File: config.mk
export PLATFORM = sky130hd
export DESIGN_NAME = dual_issue_steer_flat
export DESIGN_NICKNAME = d
export VERILOG_FILES = /design/src/rtl/dual_issue_steer_if.sv /design/src/rtl/dual_issue_steer.sv /design/src/flat_wrapper.sv
export SDC_FILE = /design/constraint.sdc
export NUM_CORES = 1
export LEC_CHECK = 0
export ABC_AREA = 1
export CAP_MARGIN = 10
export CORE_MARGIN = 10
export CORE_UTILIZATION = 25
export DETAILED_ROUTE_END_ITERATION = 6
export HOLD_SLACK_MARGIN = 0.12
export PLACE_DENSITY = 0.37
export SYNTH_ARGS = -nofsm -noshare
export SYNTH_HDL_FRONTEND = slang
export SYNTH_SLANG_ARGS = --single-unit
File: constraint.sdc
create_clock -name clk -period 12.53 [get_ports clk]
set_input_delay 1.253 -clock clk [delete_from_list [all_inputs] [get_ports clk]]
set_output_delay 1.253 -clock clk [all_outputs]
set_load 0.02 [all_outputs]
File: src/rtl/dual_issue_steer_if.sv
// Fetch-side pair handshake and the two registered decoder-slot outputs of the issue-steering stage.
interface dual_issue_steer_if;
  logic        fetch_valid;
  logic        fetch_ready;
  logic [31:0] fetch_inst0;
  logic [31:0] fetch_inst1;
  logic [31:0] fetch_pc;
  logic        issue_stall;
  logic        flush;
  logic [31:0] inst_A;
  logic [31:0] inst_B;
  logic        valid_A;
  logic        valid_B;
  logic [31:0] pc_A;
  logic [31:0] pc_B;
  logic        b_older;

  modport master (
    output fetch_valid, fetch_inst0, fetch_inst1, fetch_pc, issue_stall, flush,
    input  fetch_ready, inst_A, inst_B, valid_A, valid_B, pc_A, pc_B, b_older
  );

  modport slave (
    input  fetch_valid, fetch_inst0, fetch_inst1, fetch_pc, issue_stall, flush,
    output fetch_ready, inst_A, inst_B, valid_A, valid_B, pc_A, pc_B, b_older
  );
endinterface

File: src/rtl/dual_issue_steer.sv
// In-order instruction queue steering up to two instructions/cycle into slot A (ALU/branch) and slot B (ALU/mem).
// A pair accepted at one edge can issue at the next; fetch_ready needs two free entries, issue_stall freezes the slots.
module dual_issue_steer #(
  parameter int          DEPTH    = 8,
  parameter logic [31:0] NOP_INST = 32'h00000013
) (
  input logic            clk,
  input logic            rst,
  dual_issue_steer_if.slave io
);

  localparam int AW = $clog2(DEPTH);
  localparam logic [AW-1:0] PTR_ONE   = AW'(1);
  localparam logic [AW-1:0] PTR_TWO   = AW'(2);
  localparam logic [AW:0]   CNT_ZERO  = '0;
  localparam logic [AW:0]   CNT_ONE   = (AW+1)'(1);
  localparam logic [AW:0]   CNT_TWO   = (AW+1)'(2);
  localparam logic [AW:0]   READY_MAX = (AW+1)'(DEPTH - 2);

  localparam logic [6:0] OP_R      = 7'b0110011;
  localparam logic [6:0] OP_I      = 7'b0010011;
  localparam logic [6:0] OP_LOAD   = 7'b0000011;
  localparam logic [6:0] OP_STORE  = 7'b0100011;
  localparam logic [6:0] OP_BRANCH = 7'b1100011;

  typedef struct packed {
    logic [31:0] inst;
    logic [31:0] pc;
  } entry_t;

  typedef enum logic [1:0] {PIPE_ANY, PIPE_A, PIPE_B} pipe_e;

  function automatic pipe_e pipe_of(input logic [6:0] op);
    case (op)
      OP_R, OP_I:         return PIPE_ANY;
      OP_LOAD, OP_STORE:  return PIPE_B;
      default:            return PIPE_A;
    endcase
  endfunction

  function automatic logic writes_rd(input logic [6:0] op);
    return (op == OP_R) || (op == OP_I) || (op == OP_LOAD);
  endfunction

  function automatic logic reads_rs1(input logic [6:0] op);
    return (op == OP_R) || (op == OP_I) || (op == OP_LOAD) ||
           (op == OP_STORE) || (op == OP_BRANCH);
  endfunction

  function automatic logic reads_rs2(input logic [6:0] op);
    return (op == OP_R) || (op == OP_STORE) || (op == OP_BRANCH);
  endfunction

  entry_t        mem_q [DEPTH];
  entry_t        mem_d [DEPTH];
  logic [AW-1:0] wr_ptr_q, wr_ptr_d;
  logic [AW-1:0] rd_ptr_q, rd_ptr_d;
  logic [AW:0]   count_q, count_d;

  logic [31:0]   inst_a_q, inst_a_d, inst_b_q, inst_b_d;
  logic [31:0]   pc_a_q, pc_a_d, pc_b_q, pc_b_d;
  logic          valid_a_q, valid_a_d, valid_b_q, valid_b_d;
  logic          b_older_q, b_older_d;

  entry_t        head0, head1;
  pipe_e         pipe0, pipe1;
  logic [4:0]    rd0, rd1, rs1_1, rs2_1;
  logic          raw, waw, pair_ok, swap, enq;
  logic [AW:0]   deq_n;

  assign io.fetch_ready = (count_q <= READY_MAX);
  assign io.inst_A      = inst_a_q;
  assign io.inst_B      = inst_b_q;
  assign io.pc_A        = pc_a_q;
  assign io.pc_B        = pc_b_q;
  assign io.valid_A     = valid_a_q;
  assign io.valid_B     = valid_b_q;
  assign io.b_older     = b_older_q;

  // Hazard and pipe-conflict screening of the two oldest queued instructions.
  always_comb begin
    head0   = mem_q[rd_ptr_q];
    head1   = mem_q[rd_ptr_q + PTR_ONE];
    pipe0   = pipe_of(head0.inst[6:0]);
    pipe1   = pipe_of(head1.inst[6:0]);
    rd0     = head0.inst[11:7];
    rd1     = head1.inst[11:7];
    rs1_1   = head1.inst[19:15];
    rs2_1   = head1.inst[24:20];
    raw     = writes_rd(head0.inst[6:0]) && (rd0 != 5'd0) &&
              ((reads_rs1(head1.inst[6:0]) && (rs1_1 == rd0)) ||
               (reads_rs2(head1.inst[6:0]) && (rs2_1 == rd0)));
    waw     = writes_rd(head0.inst[6:0]) && writes_rd(head1.inst[6:0]) &&
              (rd0 != 5'd0) && (rd0 == rd1);
    pair_ok = (count_q >= CNT_TWO) && (head0.inst[6:0] != OP_BRANCH) &&
              !((pipe0 == PIPE_B) && (pipe1 == PIPE_B)) &&
              !((pipe0 == PIPE_A) && (pipe1 == PIPE_A)) && !raw && !waw;
    // Older instruction lands in B when it needs the memory pipe or the younger one needs the branch pipe.
    swap    = (pipe0 == PIPE_B) || (pipe1 == PIPE_A);
  end

  always_comb begin
    enq       = io.fetch_valid && io.fetch_ready && !io.flush;
    mem_d     = mem_q;
    wr_ptr_d  = wr_ptr_q;
    rd_ptr_d  = rd_ptr_q;
    deq_n     = CNT_ZERO;
    inst_a_d  = inst_a_q;
    inst_b_d  = inst_b_q;
    pc_a_d    = pc_a_q;
    pc_b_d    = pc_b_q;
    valid_a_d = valid_a_q;
    valid_b_d = valid_b_q;
    b_older_d = b_older_q;

    if (enq) begin
      mem_d[wr_ptr_q]           = '{inst: io.fetch_inst0, pc: io.fetch_pc};
      mem_d[wr_ptr_q + PTR_ONE] = '{inst: io.fetch_inst1, pc: io.fetch_pc + 32'd4};
      wr_ptr_d                  = wr_ptr_q + PTR_TWO;
    end

    if (!io.issue_stall) begin
      inst_a_d  = NOP_INST;
      inst_b_d  = NOP_INST;
      pc_a_d    = '0;
      pc_b_d    = '0;
      valid_a_d = 1'b0;
      valid_b_d = 1'b0;
      b_older_d = 1'b0;
      if (count_q == CNT_ZERO) begin
        deq_n = CNT_ZERO;
      end else if (pair_ok) begin
        deq_n     = CNT_TWO;
        valid_a_d = 1'b1;
        valid_b_d = 1'b1;
        b_older_d = swap;
        if (swap) begin
          inst_a_d = head1.inst;  pc_a_d = head1.pc;
          inst_b_d = head0.inst;  pc_b_d = head0.pc;
        end else begin
          inst_a_d = head0.inst;  pc_a_d = head0.pc;
          inst_b_d = head1.inst;  pc_b_d = head1.pc;
        end
      end else begin
        deq_n = CNT_ONE;
        if (pipe0 == PIPE_B) begin
          inst_b_d = head0.inst;  pc_b_d = head0.pc;  valid_b_d = 1'b1;
        end else begin
          inst_a_d = head0.inst;  pc_a_d = head0.pc;  valid_a_d = 1'b1;
        end
      end
      rd_ptr_d = rd_ptr_q + deq_n[AW-1:0];
    end

    count_d = count_q + (enq ? CNT_TWO : CNT_ZERO) - deq_n;

    if (io.flush) begin
      wr_ptr_d  = '0;
      rd_ptr_d  = '0;
      count_d   = '0;
      inst_a_d  = NOP_INST;
      inst_b_d  = NOP_INST;
      pc_a_d    = '0;
      pc_b_d    = '0;
      valid_a_d = 1'b0;
      valid_b_d = 1'b0;
      b_older_d = 1'b0;
    end
  end

  always_ff @(posedge clk) begin
    if (rst) begin
      wr_ptr_q  <= '0;
      rd_ptr_q  <= '0;
      count_q   <= '0;
      inst_a_q  <= NOP_INST;
      inst_b_q  <= NOP_INST;
      pc_a_q    <= '0;
      pc_b_q    <= '0;
      valid_a_q <= 1'b0;
      valid_b_q <= 1'b0;
      b_older_q <= 1'b0;
    end else begin
      wr_ptr_q  <= wr_ptr_d;
      rd_ptr_q  <= rd_ptr_d;
      count_q   <= count_d;
      inst_a_q  <= inst_a_d;
      inst_b_q  <= inst_b_d;
      pc_a_q    <= pc_a_d;
      pc_b_q    <= pc_b_d;
      valid_a_q <= valid_a_d;
      valid_b_q <= valid_b_d;
      b_older_q <= b_older_d;
    end
  end

  // Storage carries no reset: entries are only observed once count says they were written.
  always_ff @(posedge clk) begin
    mem_q <= mem_d;
  end

endmodule

File: src/flat_wrapper.sv
// flat-port wrapper written by rule: the top's interface ports become plain ports
module dual_issue_steer_flat 
#(
  parameter int          DEPTH    = 8,
  parameter logic [31:0] NOP_INST = 32'h00000013
)
  (clk, rst, io_fetch_valid, io_fetch_inst0, io_fetch_inst1, io_fetch_pc, io_issue_stall, io_flush, io_fetch_ready, io_inst_A, io_inst_B, io_valid_A, io_valid_B, io_pc_A, io_pc_B, io_b_older);
  dual_issue_steer_if io_i ();
  input logic clk;
  input logic rst;
  input wire logic [$bits(io_i.fetch_valid)-1:0] io_fetch_valid;
  input wire logic [$bits(io_i.fetch_inst0)-1:0] io_fetch_inst0;
  input wire logic [$bits(io_i.fetch_inst1)-1:0] io_fetch_inst1;
  input wire logic [$bits(io_i.fetch_pc)-1:0] io_fetch_pc;
  input wire logic [$bits(io_i.issue_stall)-1:0] io_issue_stall;
  input wire logic [$bits(io_i.flush)-1:0] io_flush;
  output wire logic [$bits(io_i.fetch_ready)-1:0] io_fetch_ready;
  output wire logic [$bits(io_i.inst_A)-1:0] io_inst_A;
  output wire logic [$bits(io_i.inst_B)-1:0] io_inst_B;
  output wire logic [$bits(io_i.valid_A)-1:0] io_valid_A;
  output wire logic [$bits(io_i.valid_B)-1:0] io_valid_B;
  output wire logic [$bits(io_i.pc_A)-1:0] io_pc_A;
  output wire logic [$bits(io_i.pc_B)-1:0] io_pc_B;
  output wire logic [$bits(io_i.b_older)-1:0] io_b_older;
  assign io_i.fetch_valid = io_fetch_valid;
  assign io_i.fetch_inst0 = io_fetch_inst0;
  assign io_i.fetch_inst1 = io_fetch_inst1;
  assign io_i.fetch_pc = io_fetch_pc;
  assign io_i.issue_stall = io_issue_stall;
  assign io_i.flush = io_flush;
  assign io_fetch_ready = io_i.fetch_ready;
  assign io_inst_A = io_i.inst_A;
  assign io_inst_B = io_i.inst_B;
  assign io_valid_A = io_i.valid_A;
  assign io_valid_B = io_i.valid_B;
  assign io_pc_A = io_i.pc_A;
  assign io_pc_B = io_i.pc_B;
  assign io_b_older = io_i.b_older;
  dual_issue_steer #(.DEPTH(DEPTH), .NOP_INST(NOP_INST)) u_core (.clk(clk), .rst(rst), .io(io_i));
endmodule
; Word level (Yosys, flattened, before mapping)
; Index checks and enable logic that the tools add are counted.
[word_totals]
reg_bits = 653
inputBits = 101
out_inout_bits = 132
word_cells = 145
[op_classes]
add_sub_neg = 7
order_cmp = 8
eq_ne = 17
mux = 43
bitwise_logic = 4
n_reduce_logical = 40
[ops]
columns = cell, n
row1 = 512-bit bitwise mux, 2
row2 = 32-bit two-way mux, 16
row3 = 64-bit binary-select mux with 3-bit select, 2
row4 = 64-bit demux with 3-bit select, 2
row5 = 64-bit two-way mux, 6
row6 = 32-bit by 3-bit adder with 32-bit output (second input constant), 1
row7 = 7-bit by 6-bit equality test with 1-bit output (second input constant), 4
row8 = 1-bit logical AND, 18
row9 = 4-bit >= comparator (second input constant), 4
row10 = 3-bit NOT with 4-bit output, 4
row11 = 5-bit equality test, 3
row12 = 7-bit by 2-bit equality test with 1-bit output (second input constant), 2
row13 = 7-bit by 5-bit equality test with 1-bit output (second input constant), 2
row14 = 4-bit two-way mux, 3
row15 = 1-bit logical OR, 10
row16 = 2-bit OR reduction, 5
row17 = 4-bit by 1-bit < comparator with 1-bit output (second input constant), 2
row18 = 1-bit two-way mux, 8
row19 = 2-bit one-hot mux with 2 select lines, 2
row20 = 7-bit equality test (second input constant), 1
row21 = 7-bit inequality test (second input constant), 1
row22 = 3-bit by 1-bit adder with 3-bit output (second input constant), 2
row23 = 1-bit logical NOT, 5
row24 = 5-bit nonzero test, 1
row25 = other kinds (10), 13

; Logic depth before layout (Yosys ltp)
; Gate-level depths: netlist of the first run.
[logic_depth]
ltp_word = 21
ltp_mapped = 29
depth_no_buf = 23

; Worst setup path before layout of the first run
; No wires, ideal clock.
[synth_timing]
path_type = input-to-reg
from = input port io_fetch_valid
to = register u_core.mem_q[0] (netlist bit), enable pin
setup_ps = 617
arrival_ps = 7115
t_required_ps = 11913
path_slack_ps = 4798
path_stages = 4
path_buffers = 1
path_cell_list = nand2_1 -> or2_2 -> clkbuf_1 -> nor2_1
[synth_via]
elab_chain_len = 2
[synth_rtl]
columns = item, line
row1 = from (decl), flat_wrapper.sv:11  ; input wire logic [$bits(io_i.fetch_valid)-1:0] io_fetch_valid;
row2 = 1-bit logical AND (2 in a row), dual_issue_steer.sv:103  ; enq = io.fetch_valid && io.fetch_ready && !io.flush;
row3 = to (signal assigned), dual_issue_steer.sv:199  ; mem_q <= mem_d;
row4 = to (decl), dual_issue_steer.sv:54  ; entry_t mem_q [DEPTH];
; Every way passes these cells.
; A chain may end at the register's enable or synchronous reset.

; Final worst setup path of the first run
[layout_timing]
from = register u_core.rd_ptr_q[0]
to = register u_core.inst_a_q[7] (netlist: u_core.io.inst_A[7])
[layout_via]
elab_chain_len = 18
elab_cells_between_ends = 65
cone_classes = add/sub: 1 / eq/ne: 17 / mux: 12 / bitwise: 2 / reduce/logical: 33
[layout_rtl]
columns = item, line
row1 = from (decl), dual_issue_steer.sv:57  ; logic [AW-1:0] rd_ptr_q, rd_ptr_d;
row2 = from (signal assigned), dual_issue_steer.sv:185  ; rd_ptr_q <= rd_ptr_d;
row3 = "parallel branches: the longest is 16 deep, another holds 3-bit by 1-bit adder with 3-bit output", -
row4 = 32-bit two-way mux *, dual_issue_steer.sv:132  ; end else if (pair_ok) begin
row5 = 32-bit two-way mux *, dual_issue_steer.sv:130  ; if (count_q == CNT_ZERO) begin
row6 = to (signal assigned), dual_issue_steer.sv:187  ; inst_a_q <= inst_a_d;
row7 = to (decl), dual_issue_steer.sv:60  ; logic [31:0] inst_a_q, inst_a_d, inst_b_q, inst_b_d;
; Every way passes the cells marked *. The select of a mux whose other input is x is not followed.

==> key figures, run 1 <==
Pwr
  • Final Power: 0.006540 W
  • Reported leakage power: 16.70 nW
  • Maximum ir drop on the vdd rail: 0.0001395 V
  • PD cells: 156.1 nW/um2

Global routing
  • Pin count of the biggest net entering global routing: 176
  • Global-route congestion overflow total: 0
  • Via count of the first global-routing pass: 30430
  • Number of antenna violations at the first check in global routing: 15
  • Wire length of the first global-routing pass: 213300 um
  • Total routing usage reported by global routing: 0.1795

Routing
  • Post-route DRC: 0
  • Detailed Route Iter0 Violations: 2484
  • Via density per instance: 4.863
  • Post-DRT Antenna Nets: 0
  • 1st-pass router iterations: 5
  • Total length of routed wires: 145300 um
  • Total number of vias: 31410
  • Routed len/inst: 22.50 um

Clock network
  • Number of clock sinks: 652
  • Longest Clk Path Bufs: 3
  • Root Driver: clkbuf_16
  • Clock latency at the later pin of the worst-skew pair: 690 ps
  • Clock tree from TritonCTS: done
  • CTS hold repair buffers: 0
  • Number of buffers added by the clock tree synthesis step: 84
  • Clk slew on worst S/H paths: 60 ps
  • Post-CTS resize count: 0
  • Post-CTS Repair Setup Buffers: 0
  • H-Tree Depth: 3

Place
  • Place WS: 5128 ps
  • RD Place Congestion: 0.8162
  • Count of buffers inserted at the top-level ports: 232
  • Detailed-placement wirelength estimate: 87310 um

Setup path
  • Standard cell with the maximum stage delay on the critical path: buf_4
  • Gate family responsible for the most delay along the worst path: buffers and inverters
  • R2R Path Start: u_core.rd_ptr_q[0]$_SDFFE_PP0N_
  • Startpoint Class: flip-flop
  • Cell with the most instances on the worst path: nand2_1
  • List of cells traversed by the critical path: ha_4 > inv_6 > buf_4 > nand3_1 > nand2_1 > nand2_1 > nand2_1 > nand2_1 > nor2_1 > nand2_1 > nand2_1 > nand2_1 > nor2_2 > nand3_4 > inv_4 > buf_4 > buf_4 > nand2_1 > nand3_1 > a21oi_1
  • Register-to-register path setup slack: 5210 ps
  • Delay of the slowest cell on the worst path: 850 ps
  • Worst-case reg-to-reg path depth: 20
  • CP Data Required Time: 13050 ps
  • Data arrival time of the critical path: 7840 ps
  • Bufs and invs on worst path: 5
  • Endpoint kind of the worst setup timing path: flip-flop
  • Peak fanout along the critical path: 95
  • Startpoint-to-endpoint class of the critical path: reg -> reg
  • Endpoint of the lowest-slack register-to-register path: u_core.io.inst_A[7]$_SDFFE_PP0N_

Floorplan
  • Die boundary height: 396.0 um
  • Die outline area: 156800 um2
  • Count of boundary I/O pins: 233
  • Cell row count: 137
  • Floorplan die width: 396.0 um
  • Core ar.: 140000 um2
  • Starting density of the core: 0.2523

Logic synthesis
  • Post-synthesis instance area: 35340 um2
  • Part of the Yosys area used for sequential elements: 0.5144
  • #FFs+latches synth: 652
  • Post-synthesis cell type count: 41
  • Async set-or-reset flop fraction in the synthesized netlist: 0
  • Instance count of the mapped netlist: 4479
  • Mapped Nets: 4594
  • Post-synth EDFFs: 512
  • Count of yosys warnings during synthesis: 0
  • Mean instance size in the synthesized netlist: 7.889 um2
  • Top_reg_cell synth: edfxtp_1

STA
  • Setup clock skew after layout: 26.32 ps
  • RSZ-0062 raised after global routing: no
  • Total count of max-transition violations in the final report: 0
  • Setup-failing EPs final: 0
  • Final critical path time including I/O delays and setup: 7317 ps
  • Fin crit share: 0.5839
  • Final setup slack of the worst path: 5213 ps
  • Number of endpoints with negative hold slack in the final report: 0
  • Accumulated negative setup slack: 0 ps
  • Fmax: 136.7 MHz
  • Slew @ Worst Pin: 1198 ps
  • Max transition margin: 0.2013

Final layout
  • Post-synthesis to final-layout area growth: 18.56%
  • Final Net Count: 4630
  • Layout cells sized above 1: 0.04780

Worst hold path
  • Terminating pin of the worst hold path: u_core.io.inst_B[0]$_SDFFE_PP1N_
  • Hold wc startpoint: u_core.io.inst_B[0]$_SDFFE_PP1N_
  • Path type of the worst min-delay path: reg -> reg
  • Hold Path Stages: 2

Job
  • Max-cap check violation count: 0

Status
  • Result of the run: finished, final reports clean
==> metal layers <==
metal / GRT usage / share of wire
met5: 0 / 0.00045
met4: 0.04692 / 0.021
met2: 0.2866 / 0.45
met1: 0.2508 / 0.48
met3: 0.02852 / 0.052
==> worst max-delay path by stage <==
stage | from | to | cells after the start
4_1_cts | u_core.rd_ptr_q[0]$_SDFFE_PP0N_ | u_core.io.inst_A[7]$_SDFFE_PP0N_ | 20
3_3_place_gp | u_core.rd_ptr_q[0]$_SDFFE_PP0N_ | u_core.io.inst_B[8]$_SDFFE_PP0N_ | 20
3_5_place_dp | u_core.rd_ptr_q[0]$_SDFFE_PP0N_ | u_core.io.inst_A[7]$_SDFFE_PP0N_ | 20
5_1_grt | u_core.rd_ptr_q[0]$_SDFFE_PP0N_ | u_core.io.inst_B[18]$_SDFFE_PP0N_ | 20
6_report | u_core.rd_ptr_q[0]$_SDFFE_PP0N_ | u_core.io.inst_A[7]$_SDFFE_PP0N_ | 20
2_1_floorplan | io_fetch_valid | u_core.mem_q[0]$_DFFE_PP_ | 4
==> registers in the layout, summed over array words and instances, names as in the netlist <==
| register | count |
|---|---|
| u_core.count_q | 4 |
| u_core.io.valid_A | 1 |
| u_core.io.pc_A | 32 |
| u_core.rd_ptr_q | 3 |
| u_core.io.valid_B | 1 |
| u_core.io.pc_B | 32 |
| u_core.io.inst_B | 32 |
| u_core.wr_ptr_q | 2 |
| u_core.io.b_older | 1 |
| u_core.io.inst_A | 32 |
| u_core.mem_q | 512 |
==> synthesized netlist by cell type (3+ instances only) <==
master       n  area share
o21ai_1     31      0.0044
inv_2        3     0.00032
a21oi_1    297       0.042
o21ai_0    219       0.031
nor2_1     187       0.020
nand4_1      9      0.0016
buf_6       12      0.0038
clkbuf_1   198       0.021
a32oi_1     42       0.010
buf_1       38      0.0040
xor2_1      15      0.0037
o211ai_1    72       0.015
edfxtp_1   512        0.44
buf_2       76       0.011
a221oi_1    52       0.013
buf_4       13      0.0028
a31oi_1     95       0.017
fa_1         3      0.0017
ha_1        11      0.0039
nand2_1   1629        0.17
xnor2_1     10      0.0025
nand2_2      3     0.00053
nand3_1    404       0.057
dfxtp_1    140       0.079
inv_1      382       0.041
nor3_1       8      0.0011
==> final cells by class <==
cell class | instances | area (um2)
antenna | 1 | 2.502
clock buffer | 110 | 2322
clock inverter | 43 | 494.2
fill | 14980 | 98150
inverter | 386 | 1476
multi-input combinational | 3104 | 14300
sequential | 652 | 18180
tap | 1876 | 2347
timing repair buffer | 287 | 2774
==> worst min-delay path: cells and delay by family (launching register included) <==
| family | cells | cell delay [ps] |
|---|---|---|
| DFF | 1 | 320 |
| and+or+nand+nor | 2 | 80 |
==> power breakdown <==
| part | switching, W | internal (W) | leakage (nW) |
|---|---|---|---|
| combinational | 0.00108 | 0.000417 | 9.55 |
| clock | 0.00101 | 0.00153 | 1.39 |
| sequential | 0.0000625 | 0.00244 | 5.75 |
| total | 0.00215 | 0.00439 | 16.7 |
==> per-stage QoR <==
stage / std cells / cell area (um2) / util / hold slack (ps)
global placement: 6305 / 39080 / 0.2790 / 425.8
CTS: 6458 / 41890 / 0.2991 / 439.9
global route: 6458 / 41890 / 0.2991 / 460.8
floorplan: 4479 / 35340 / - / 489.7
detailed placement: 6305 / 39080 / 0.2790 / 426.1
finish: 6459 / 41900 / 0.2992 / 434.4
==> logic make-up after synthesis <==
group,synth area share
fa+ha+maj,0.005595
compound gates,0.1339
xor+xnor,0.006657
flops,0.5144
simple gates,0.2560
buf+inv,0.08342
==> placed cells by master (no fill, tap or decap), types with 3 or more instances in the layout <==
| master | instances |
|---|---|
| bufinv_16 | 11 |
| xor2_1 | 15 |
| ha_2 | 4 |
| xnor2_1 | 9 |
| inv_4 | 4 |
| clkinv_1 | 8 |
| clkdlybuf4s50_1 | 231 |
| nor3_1 | 8 |
| nand2_2 | 3 |
| dfxtp_1 | 138 |
| clkbuf_8 | 8 |
| buf_12 | 3 |
| o211ai_1 | 72 |
| nor2_1 | 182 |
| inv_1 | 377 |
| fa_1 | 3 |
| clkinv_2 | 21 |
| clkbuf_1 | 16 |
| clkbuf_16 | 86 |
| edfxtp_1 | 512 |
| a31oi_1 | 95 |
| ha_1 | 6 |
| nand4_1 | 9 |
| o21ai_1 | 31 |
| a221oi_1 | 52 |
| nor2_4 | 5 |
| nand2_1 | 1628 |
| buf_4 | 52 |
| o21ai_0 | 219 |
| nand3_1 | 404 |
| inv_6 | 4 |
| a21oi_1 | 297 |
| a32oi_1 | 42 |
Power figures use the tool's default switching activity.
==> run 2, diff against run 1 <==
- clock period: 12.53 -> 7.4 ns (I/O delays scaled with it)
==> run 2 against run 1 <==
Effect of this change:
- wire length shrank 2.4%
- critical path depth grew 2
- die area is the same
- final area grew 0.27%
- power grew 68%
- hold slack gained 5.0 ps
- critical path type unchanged
- critical endpoint is now u_core.count_q[3]$_SDFF_PP0_
- largest cell class unchanged
- largest power group is now registers
==> key figures, run 2 (same netlist as run 1, synthesis figures left out) <==
Place
  • Count of placed standard cells including taps: 6310
  • RD Place Congestion: 0.8077
  • Count of buffers inserted at the top-level ports: 232
  • Area post-placement: 39200 um2
  • Detailed-placement wirelength estimate: 87660 um

Setup path
  • Register-to-register path setup slack: 2110 ps
  • Startpoint Class: flip-flop
  • Endpoint kind of the worst setup timing path: flip-flop
  • CP Data Required Time: 7930 ps
  • Peak fanout along the critical path: 46
  • Startpoint-to-endpoint class of the critical path: reg -> reg
  • Data arrival time of the critical path: 5820 ps

Routing
  • Total length of routed wires: 141900 um
  • Post-DRT Antenna Nets: 0
  • 1st-pass router iterations: 6
  • Met3 layer wire length in the routed design: 8175 um
  • Total number of vias: 31250
  • Via density per instance: 4.829
  • Amount of wire on met2 after detailed routing: 62360 um
  • Post-route DRC: 0
  • Routed length on met1: 67470 um
  • Routed len/inst: 21.93 um
  • Uppermost signal routing layer after detailed routing: met5
  • Detailed Route Iter0 Violations: 2524

Final layout
  • Layout cells sized above 1: 0.04855
  • Count of non-filler cells in the finished layout: 6471
  • Max FFs per register: 512
  • Most flops, register: u_core.mem_q
  • Final Net Count: 4636
  • Most frequent cells in the layout: nand2_1, edfxtp_1, nand3_1
  • Commonest non-fill, non-tap cell in the layout: nand2_1
  • Final non-filler cell area: 42010 um2
  • Post-synthesis to final-layout area growth: 18.89%

Job
  • Max-cap check violation count: 0

Global routing
  • Global-route congestion overflow total: 0
  • Via count of the first global-routing pass: 29900
  • Total routing usage reported by global routing: 0.1752
  • Wire length of the first global-routing pass: 207300 um
  • Pin count of the biggest net entering global routing: 225
  • Number of antenna violations at the first check in global routing: 9

STA
  • RSZ-0062 raised after global routing: no
  • Fmax: 189.1 MHz
  • Max transition margin: 0.2071
  • Worst hold slack: 439.4 ps
  • Final critical path time including I/O delays and setup: 5289 ps
  • Slew @ Worst Pin: 1189 ps
  • Setup-failing EPs final: 0
  • Fin crit share: 0.7148
  • Setup clock skew after layout: 28.27 ps
  • Number of endpoints with negative hold slack in the final report: 0
  • Total count of max-transition violations in the final report: 0

Floorplan
  • Die outline area: 156800 um2
  • Starting density of the core: 0.2523
  • Core ar.: 140000 um2
  • Die boundary height: 396.0 um
  • Floorplan die width: 396.0 um
  • Cell row count: 137
  • Count of boundary I/O pins: 233

Clock network
  • Post-CTS Repair Setup Buffers: 0
  • Number of buffers added by the clock tree synthesis step: 85
  • Clk slew on worst S/H paths: 60 ps
  • H-Tree Depth: 3
  • CTS hold repair buffers: 0
  • Clock tree from TritonCTS: done
  • Longest Clk Path Bufs: 3
  • Clock latency at the later pin of the worst-skew pair: 690 ps
  • Root Driver: clkbuf_16
  • Number of clock sinks: 652
  • Post-CTS resize count: 0

Pwr
  • Reported leakage power: 16.72 nW
  • PD cells: 261.5 nW/um2
  • Maximum ir drop on the vdd rail: 0.0002778 V
  • Final Power: 0.01099 W

Worst hold path
  • Path type of the worst min-delay path: reg -> reg

Status
  • Result of the run: finished, final reports clean
run 2: cell types whose count changed in the layout (fill, tap and decap cells not counted), sizes merged:
| cell | change |
|---|---|
| clkbuf | +17 |
| inv | +2 |
| clkinv | -8 |
| diode | +1 |
| bufinv | -6 |
| clkinvlp | +1 |
| buf | +5 |
run 2: cell type report:
type	instances	area (um2)
sequential	652	18180
inverter	386	1476
tap	1876	2347
clock inverter	32	321.6
fill	15010	98040
timing repair buffer	292	2899
antenna	2	5.005
multi-input combinational	3104	14300
clock buffer	127	2481
run 2: metrics by stage:
step,utilization,setup WS (ps),setup TNS (ps)
2_1_floorplan,-,-166.8,-85390
3_3_place_gp,0.2799,2089,0
3_5_place_dp,0.2799,2084,0
4_1_cts,0.2999,2059,0
5_1_grt,0.3000,1649,0
6_report,0.3000,2111,0
run 2: metal layers:
layer | vias up | track usage
li1 | 15100 | -
met1 | 14980 | 0.2470
met2 | 941 | 0.2713
met3 | 216 | 0.02902
met4 | 10 | 0.05618
met5 | - | 0
run 2: worst paths after layout:
path	cells past startpoint	endpoint	start
max reg2reg	22	u_core.count_q[3]$_SDFF_PP0_	u_core.rd_ptr_q[0]$_SDFFE_PP0N_
min reg2reg	2	u_core.io.inst_B[2]$_SDFFE_PP0N_	u_core.io.inst_B[2]$_SDFFE_PP0N_
min	2	u_core.io.inst_B[2]$_SDFFE_PP0N_	u_core.io.inst_B[2]$_SDFFE_PP0N_
max	22	u_core.count_q[3]$_SDFF_PP0_	u_core.rd_ptr_q[0]$_SDFFE_PP0N_
run 2: critical path, cell delays in order, from the launching register on:
cell,delay [ps]
dfxtp_4,700
ha_4,530
buf_4,590
nand3_1,200
nand2_1,100
nand2_1,50
nand2_1,90
nand2_1,90
nor2_1,180
nand2_1,80
nand2_1,70
nand2_1,60
nor2_2,160
nand3_4,410
inv_4,560
nor2_1,80
ha_1,190
inv_1,60
ha_1,150
inv_1,60
fa_1,400
xnor2_1,180
nor2_1,50
run 2: report_power, final:
part | switching [W] | internal, W
Clock | 0.00169 | 0.00250
Sequential | 0.0000999 | 0.00414
Combinational | 0.00185 | 0.000713
